**src/rtl/mfcc_frame_sequencer.sv**
```systemverilog
`default_nettype none
// mfcc_frame_sequencer: feeds framed audio to an MFCC accelerator and buffers the
// returned coefficients in a first-word-fall-through FIFO.  Rev 1.0
module mfcc_frame_sequencer #(
  parameter int FIFO_DEPTH = 16,
  parameter int TIMEOUT    = 4095
) (
  input  logic        clk,
  input  logic        rst,
  input  logic        start,
  input  logic        stop,
  input  logic [7:0]  cfg_frame_size,
  input  logic [7:0]  cfg_frame_overlap,
  input  logic [7:0]  cfg_num_coeffs,
  input  logic [7:0]  cfg_num_frames,
  input  logic [15:0] audio_in,
  input  logic        audio_in_valid,
  output logic        audio_in_ready,
  output logic [15:0] acc_audio,
  output logic        acc_audio_valid,
  input  logic [31:0] acc_mfcc,
  input  logic        acc_mfcc_valid,
  output logic [31:0] out_data,
  output logic        out_last,
  output logic        out_valid,
  input  logic        out_ready,
  output logic [7:0]  frame_idx,
  output logic        busy,
  output logic        done,
  output logic        cfg_err,
  output logic        err_overflow,
  output logic        err_timeout
);

  localparam int AW = $clog2(FIFO_DEPTH);
  localparam logic [1:0] S_IDLE  = 2'd0;
  localparam logic [1:0] S_FEED  = 2'd1;
  localparam logic [1:0] S_WAIT  = 2'd2;
  localparam logic [1:0] S_DRAIN = 2'd3;
  localparam logic [15:0] TIMEOUT_VAL = 16'(TIMEOUT);
  localparam logic [AW:0] FULL_CNT = (AW+1)'(FIFO_DEPTH);
  localparam logic [AW:0] CNT_ONE  = (AW+1)'(1);
  localparam logic [AW-1:0] PTR_ONE = AW'(1);

  logic [1:0]    state;
  logic [7:0]    size_q, ovl_q, ncoef_q, nframes_q;
  logic [7:0]    sample_cnt, coef_cnt;
  logic [15:0]   tmo_cnt;
  logic [32:0]   mem [FIFO_DEPTH];
  logic [AW-1:0] wr_ptr, rd_ptr;
  logic [AW:0]   count;

  logic       cfg_ok, audio_xfer, coef_in, coef_last, fifo_empty, fifo_full;
  logic       pop, push_ok, stopping;
  logic [7:0] need, frame_next;

  assign cfg_ok = (cfg_frame_size != 8'd0) && (cfg_num_coeffs != 8'd0) &&
                  (cfg_num_frames != 8'd0) && (cfg_frame_overlap < cfg_frame_size);
  assign stopping   = stop && (state != S_IDLE);
  // Ready is withdrawn during a stop so the source never sees a sample vanish.
  assign audio_in_ready = (state == S_FEED) && !stop;
  assign audio_xfer = audio_in_valid && audio_in_ready;
  assign need       = (frame_idx == 8'd0) ? size_q : (size_q - ovl_q);
  assign coef_in    = acc_mfcc_valid && !stop && ((state == S_FEED) || (state == S_WAIT));
  assign coef_last  = (coef_cnt + 8'd1) == ncoef_q;
  assign frame_next = frame_idx + 8'd1;

  assign fifo_empty = (count == '0);
  assign fifo_full  = (count == FULL_CNT);
  assign pop        = !fifo_empty && out_ready;
  assign push_ok    = coef_in && (!fifo_full || pop);

  assign out_valid = !fifo_empty;
  assign out_data  = fifo_empty ? 32'd0 : mem[rd_ptr][31:0];
  assign out_last  = fifo_empty ? 1'b0 : mem[rd_ptr][32];
  assign busy      = (state != S_IDLE);

  always_ff @(posedge clk) begin
    if (push_ok) begin
      mem[wr_ptr] <= {coef_last, acc_mfcc};
    end
  end

  always_ff @(posedge clk) begin
    if (rst) begin
      state           <= S_IDLE;
      size_q          <= 8'd0;
      ovl_q           <= 8'd0;
      ncoef_q         <= 8'd0;
      nframes_q       <= 8'd0;
      sample_cnt      <= 8'd0;
      coef_cnt        <= 8'd0;
      tmo_cnt         <= 16'd0;
      wr_ptr          <= '0;
      rd_ptr          <= '0;
      count           <= '0;
      frame_idx       <= 8'd0;
      acc_audio       <= 16'd0;
      acc_audio_valid <= 1'b0;
      done            <= 1'b0;
      cfg_err         <= 1'b0;
      err_overflow    <= 1'b0;
      err_timeout     <= 1'b0;
    end else begin
      done            <= 1'b0;
      acc_audio_valid <= audio_xfer;
      if (audio_xfer) begin
        acc_audio <= audio_in;
      end

      if (stopping) begin
        state      <= S_IDLE;
        wr_ptr     <= '0;
        rd_ptr     <= '0;
        count      <= '0;
        sample_cnt <= 8'd0;
        coef_cnt   <= 8'd0;
        tmo_cnt    <= 16'd0;
      end else begin
        if (push_ok) begin
          wr_ptr <= wr_ptr + PTR_ONE;
        end
        if (pop) begin
          rd_ptr <= rd_ptr + PTR_ONE;
        end
        if (push_ok && !pop) begin
          count <= count + CNT_ONE;
        end else if (!push_ok && pop) begin
          count <= count - CNT_ONE;
        end
        if (coef_in && fifo_full && !pop) begin
          err_overflow <= 1'b1;
        end

        case (state)
          S_IDLE: begin
            if (start) begin
              if (cfg_ok) begin
                size_q       <= cfg_frame_size;
                ovl_q        <= cfg_frame_overlap;
                ncoef_q      <= cfg_num_coeffs;
                nframes_q    <= cfg_num_frames;
                frame_idx    <= 8'd0;
                sample_cnt   <= 8'd0;
                coef_cnt     <= 8'd0;
                tmo_cnt      <= 16'd0;
                cfg_err      <= 1'b0;
                err_overflow <= 1'b0;
                err_timeout  <= 1'b0;
                state        <= S_FEED;
              end else begin
                cfg_err <= 1'b1;
              end
            end
          end
          S_FEED, S_WAIT: begin
            if (audio_xfer) begin
              if ((sample_cnt + 8'd1) == need) begin
                sample_cnt <= 8'd0;
                state      <= S_WAIT;
              end else begin
                sample_cnt <= sample_cnt + 8'd1;
              end
            end
            if (state == S_WAIT) begin
              tmo_cnt <= tmo_cnt + 16'd1;
              if ((tmo_cnt + 16'd1) == TIMEOUT_VAL) begin
                err_timeout <= 1'b1;
                state       <= S_DRAIN;
              end
            end
            // Frame completion outranks both the sample-count and timeout transitions.
            if (coef_in) begin
              if (coef_last) begin
                coef_cnt  <= 8'd0;
                tmo_cnt   <= 16'd0;
                frame_idx <= frame_next;
                state     <= (frame_next == nframes_q) ? S_DRAIN : S_FEED;
              end else begin
                coef_cnt <= coef_cnt + 8'd1;
              end
            end
          end
          S_DRAIN: begin
            if (fifo_empty) begin
              done  <= 1'b1;
              state <= S_IDLE;
            end
          end
          default: state <= S_IDLE;
        endcase
      end
    end
  end

endmodule
`default_nettype wire

```
**config.mk**
```make
export PLATFORM = sky130hd
export DESIGN_NAME = mfcc_frame_sequencer
export DESIGN_NICKNAME = d
export VERILOG_FILES = /design/src/rtl/mfcc_frame_sequencer.sv
export SDC_FILE = /design/constraint.sdc
export NUM_CORES = 1
export LEC_CHECK = 0
export CAP_MARGIN = 20
export CORE_AREA = 2 2 222 224
export CTS_CLUSTER_DIAMETER = 120
export CTS_CLUSTER_SIZE = 14
export DETAILED_ROUTE_END_ITERATION = 16
export DIE_AREA = 0 0 224 226
export PLACE_DENSITY = 0.82
export REMOVE_ABC_BUFFERS = 1
export SYNTH_ARGS = -nofsm -noshare
export SYNTH_HDL_FRONTEND = slang
export SYNTH_SLANG_ARGS = --single-unit
```
**constraint.sdc**
```tcl
create_clock -name clk -period 7 [get_ports clk]
set_input_delay 2.1 -clock clk [delete_from_list [all_inputs] [get_ports clk]]
set_output_delay 2.1 -clock clk [all_outputs]
set_load 0.02 [all_outputs]
```
==> impl_results.md <==
* Status: completed
* WL/cell at 26.18 um
* Fmax achieved at between 0.15 and 0.2 GHz
* Via Count at about 15000
* CTS tree: done
* Worst setup margin at 1.189 ns
* Die ar. at 50620 um^2
* CTS H-tree lvls at 2
* Hpwl dp at around 34000 um
* Worst-path fanout max at 32
* DIE WIDTH at 224 um
* Worst-path clk slew at 0.07 ns
* Critical Path Slowest Stage Cell: dfxtp_4
* Top FF cell, synth: edfxtp_1
* Synth Area per Inst at 16.84 um^2
* Filler Cell Count at around 3300
* R2R Path Start: state[0]
* Hold Vio Cnt, Final at 0
* Worst R2R Path Depth at 7
* Antenna-violating nets left at 0
* CTS Root Cell: clkbuf_16
* Initial antenna violation count at 3
* Max IR drop VDD at 0.2236 mV
* DRT Wirelength at 61830 um
* Critical Path RT at 4.90 ns
* Final nets at 1844
* Seq cells post-synth at 640
* # setup viols final at 0
* Gr usage total at between 20% and 30%
* CP arrival at 3.71 ns
* Hold Path Class: reg2reg
* # rows at 81
* Share of layout cells above drive strength 1 at 16.34%
* Final instance area at around 30000 um^2
* Cell Pwr Density at ~310 nW/um^2
* Final min period at 5.811 ns
* Slew Viols, Final at 0
* IO Port Bufs at 151
* CP Depth at 5
* Hold slack at 0.4556 ns
* Clk sinks at 640
* CP bufs+invs at 2
* Setup repair after global routing missed its margin: no
* Worst path cell trace: buf_12, mux4_2, mux4_2, and2_1, clkdlybuf4s50_1
* Post-CTS setup repair buffer count at 0
* Post-CTS resize count at 0
* Die span in y at 226 um
* Skew final at 0.02089 ns
* Vias per inst at ~6.3
* Hold_buf cts at 0
* Hold Path Sink: acc_audio[15]
* Global route total overflow at 0
* Core Util, Final at 62.38%
* Global routing usage on met2 at 41.51%
* Worst rel slew slack at 33.24%
* Multi-input combinational cell area at 7908 um^2
* Worst setup EP type: output port
* FF-to-FF setup slack at about 2.9 ns
* Register area share after synthesis at between 60 and 70%
* Most frequent cells in the layout: 528 x edfxtp_1, 165 x mux4_2, 150 x clkdlybuf4s50_1
* Critical setup path kind: reg2out
* Met1 usage at 32.71%
* Area Growth Syn to Fin at 14.49%
* IO Pins at 152
* First-pass iteration count of the detailed router at 8
* Vias in the first global route at between 10000 and 15000
* Mapped cell area at 26340 um^2
* Yosys warns at 0
* Largest stage delay, worst path at approximately 0.85 ns
* Global-route wire length before repair at 92290 um
* Initial Utilization at a little over half
* Clock Latency Late Sink at around 0.60 ns
* Number of synthesized flops with an enable pin at roughly 530
* DRC Markers at 0
* Initial DRC count at 1782
* Hold wc startpoint: acc_audio[15]
* R2r endpoint: mem[7][16]
* GPL Wtd Cong at 0.8222
* Max-Cap Viols at 0
* Netlist cell types at 64
* Storage element area at 18110 um^2
* Worst-Margin Slew at 1.001 ns
* Hold depth at 2
* Pwr Total at 9343 uW
* Post-DP Area at 28730 um^2
* Met3 Use GR at under 10%
* Ys async rst share at 0%
* CTS Buf Count at 51
* Largest net degree at the start of global routing at 63
* Mapped Cells at 1564
* CP Launch Type: register
* Leakage at 0.009518 uW
* Period utilization at 83.01%
* Most common cell after layout, fill and taps aside: edfxtp_1
* Core area at 48340 um^2
* GRT busiest layer: met2
* Post-place setup slack at 1.444 ns
* CTS Buffer Depth at 3
* Cell repeated most along the worst path: mux4_2
* CP delay by family, top: multiplexers
[report_power, final]
| group | total [uW] | switching, uW | internal [uW] |
|---|---|---|---|
| registers | 4320 | 123 | 4200 |
| clock network | 2670 | 1280 | 1380 |
| logic | 2360 | 1210 | 1150 |
| total | 9340 | 2610 | 6730 |
[Yosys cell counts (6+ instances only)]
library cell  instances  area share, %
clkbuf_1             62           0.88
mux4_2              165             14
buf_1                17           0.24
edfxtp_1            528             60
nand4_1              12           0.29
mux2i_1              30            1.1
xnor2_1              24           0.80
a211oi_1             10           0.29
nand3_1              32           0.61
dfxtp_1             112            8.5
or3_1                 6           0.14
nor3_1               18           0.34
a22oi_1               8           0.23
o21ai_0              13           0.25
nor2b_1               6           0.14
a21o_1               10           0.29
nand3b_1              6           0.17
o22ai_1               7           0.17
nand2b_1             12           0.29
ha_1                 35            1.7
inv_1                36           0.51
a21oi_1              50           0.95
xor2_1               35            1.2
a311oi_1              6           0.20
nor2_1              117            1.7
and2_1               39           0.93
nor4_1               12           0.29
nand2_1              85            1.2
[flip-flops by register name, summed over array words and instances (netlist names), 8 cells and up, named ones only]
register    count
frame_idx       8
nframes_q       8
sample_cnt      8
size_q          8
coef_cnt        8
ncoef_q         8
mem           528
tmo_cnt        16
ovl_q           8
acc_audio      16
[final cells by class]
cell class	instances	area share [%]
diodes	2	0.01660
well taps	622	2.581
flip-flops and latches	640	60.05
inverters	36	0.4481
repair buffers	184	5.983
multi-input cells	807	26.22
clock buffers	68	4.515
clock inverters	3	0.1826
[routing by layer]
metal / wire length [um] / vias to the layer above / part of all wire, %
li1: - / 6427 / -
met1: 24130 / 7589 / 39
met2: 30920 / 790 / 50
met3: 5364 / 103 / 8.7
met4: 1399 / 4 / 2.3
met5: 22 / - / 0.036
[worst register-to-register path, cell delays in order (launching register included)]
cell,delay (ns)
dfxtp_1,0.45
inv_1,0.12
ha_1,0.64
nand3b_1,0.31
nor2_1,0.58
nand2_1,0.41
nor2_4,0.72
buf_4,0.47
[how the worst max path moves through the flow]
stage / slack, ns / end / start
2_1_floorplan: -1.89 / out_data[0] / register
3_3_place_gp: 1.49 / audio_in_ready / stop
3_5_place_dp: 1.44 / audio_in_ready / stop
4_1_cts: 1.13 / out_data[9] / register
5_1_grt: 1.04 / out_data[9] / register
6_report: 1.19 / out_data[25] / register
[through the flow]
step           cells  TNS (ns)
5_1_grt         2360         0
6_report        2362         0
4_1_cts         2359         0
2_1_floorplan   1483    -62.52
3_3_place_gp    2288         0
3_5_place_dp    2288         0
[logic make-up (layout without fill, tap and decap cells)]
family | after synthesis | after routing | share of synthesized area (%)
compound gates | 144 | 144 | 3.658
simple gates | 372 | 372 | 6.922
mux | 195 | 195 | 15.25
other cells | 0 | 2 | 0
buf+inv | 117 | 291 | 1.677
flops | 640 | 640 | 68.72
fa+ha+maj | 37 | 37 | 1.815
xor+xnor | 59 | 59 | 1.962
Note: power is estimated with default switching activity, not from simulation.
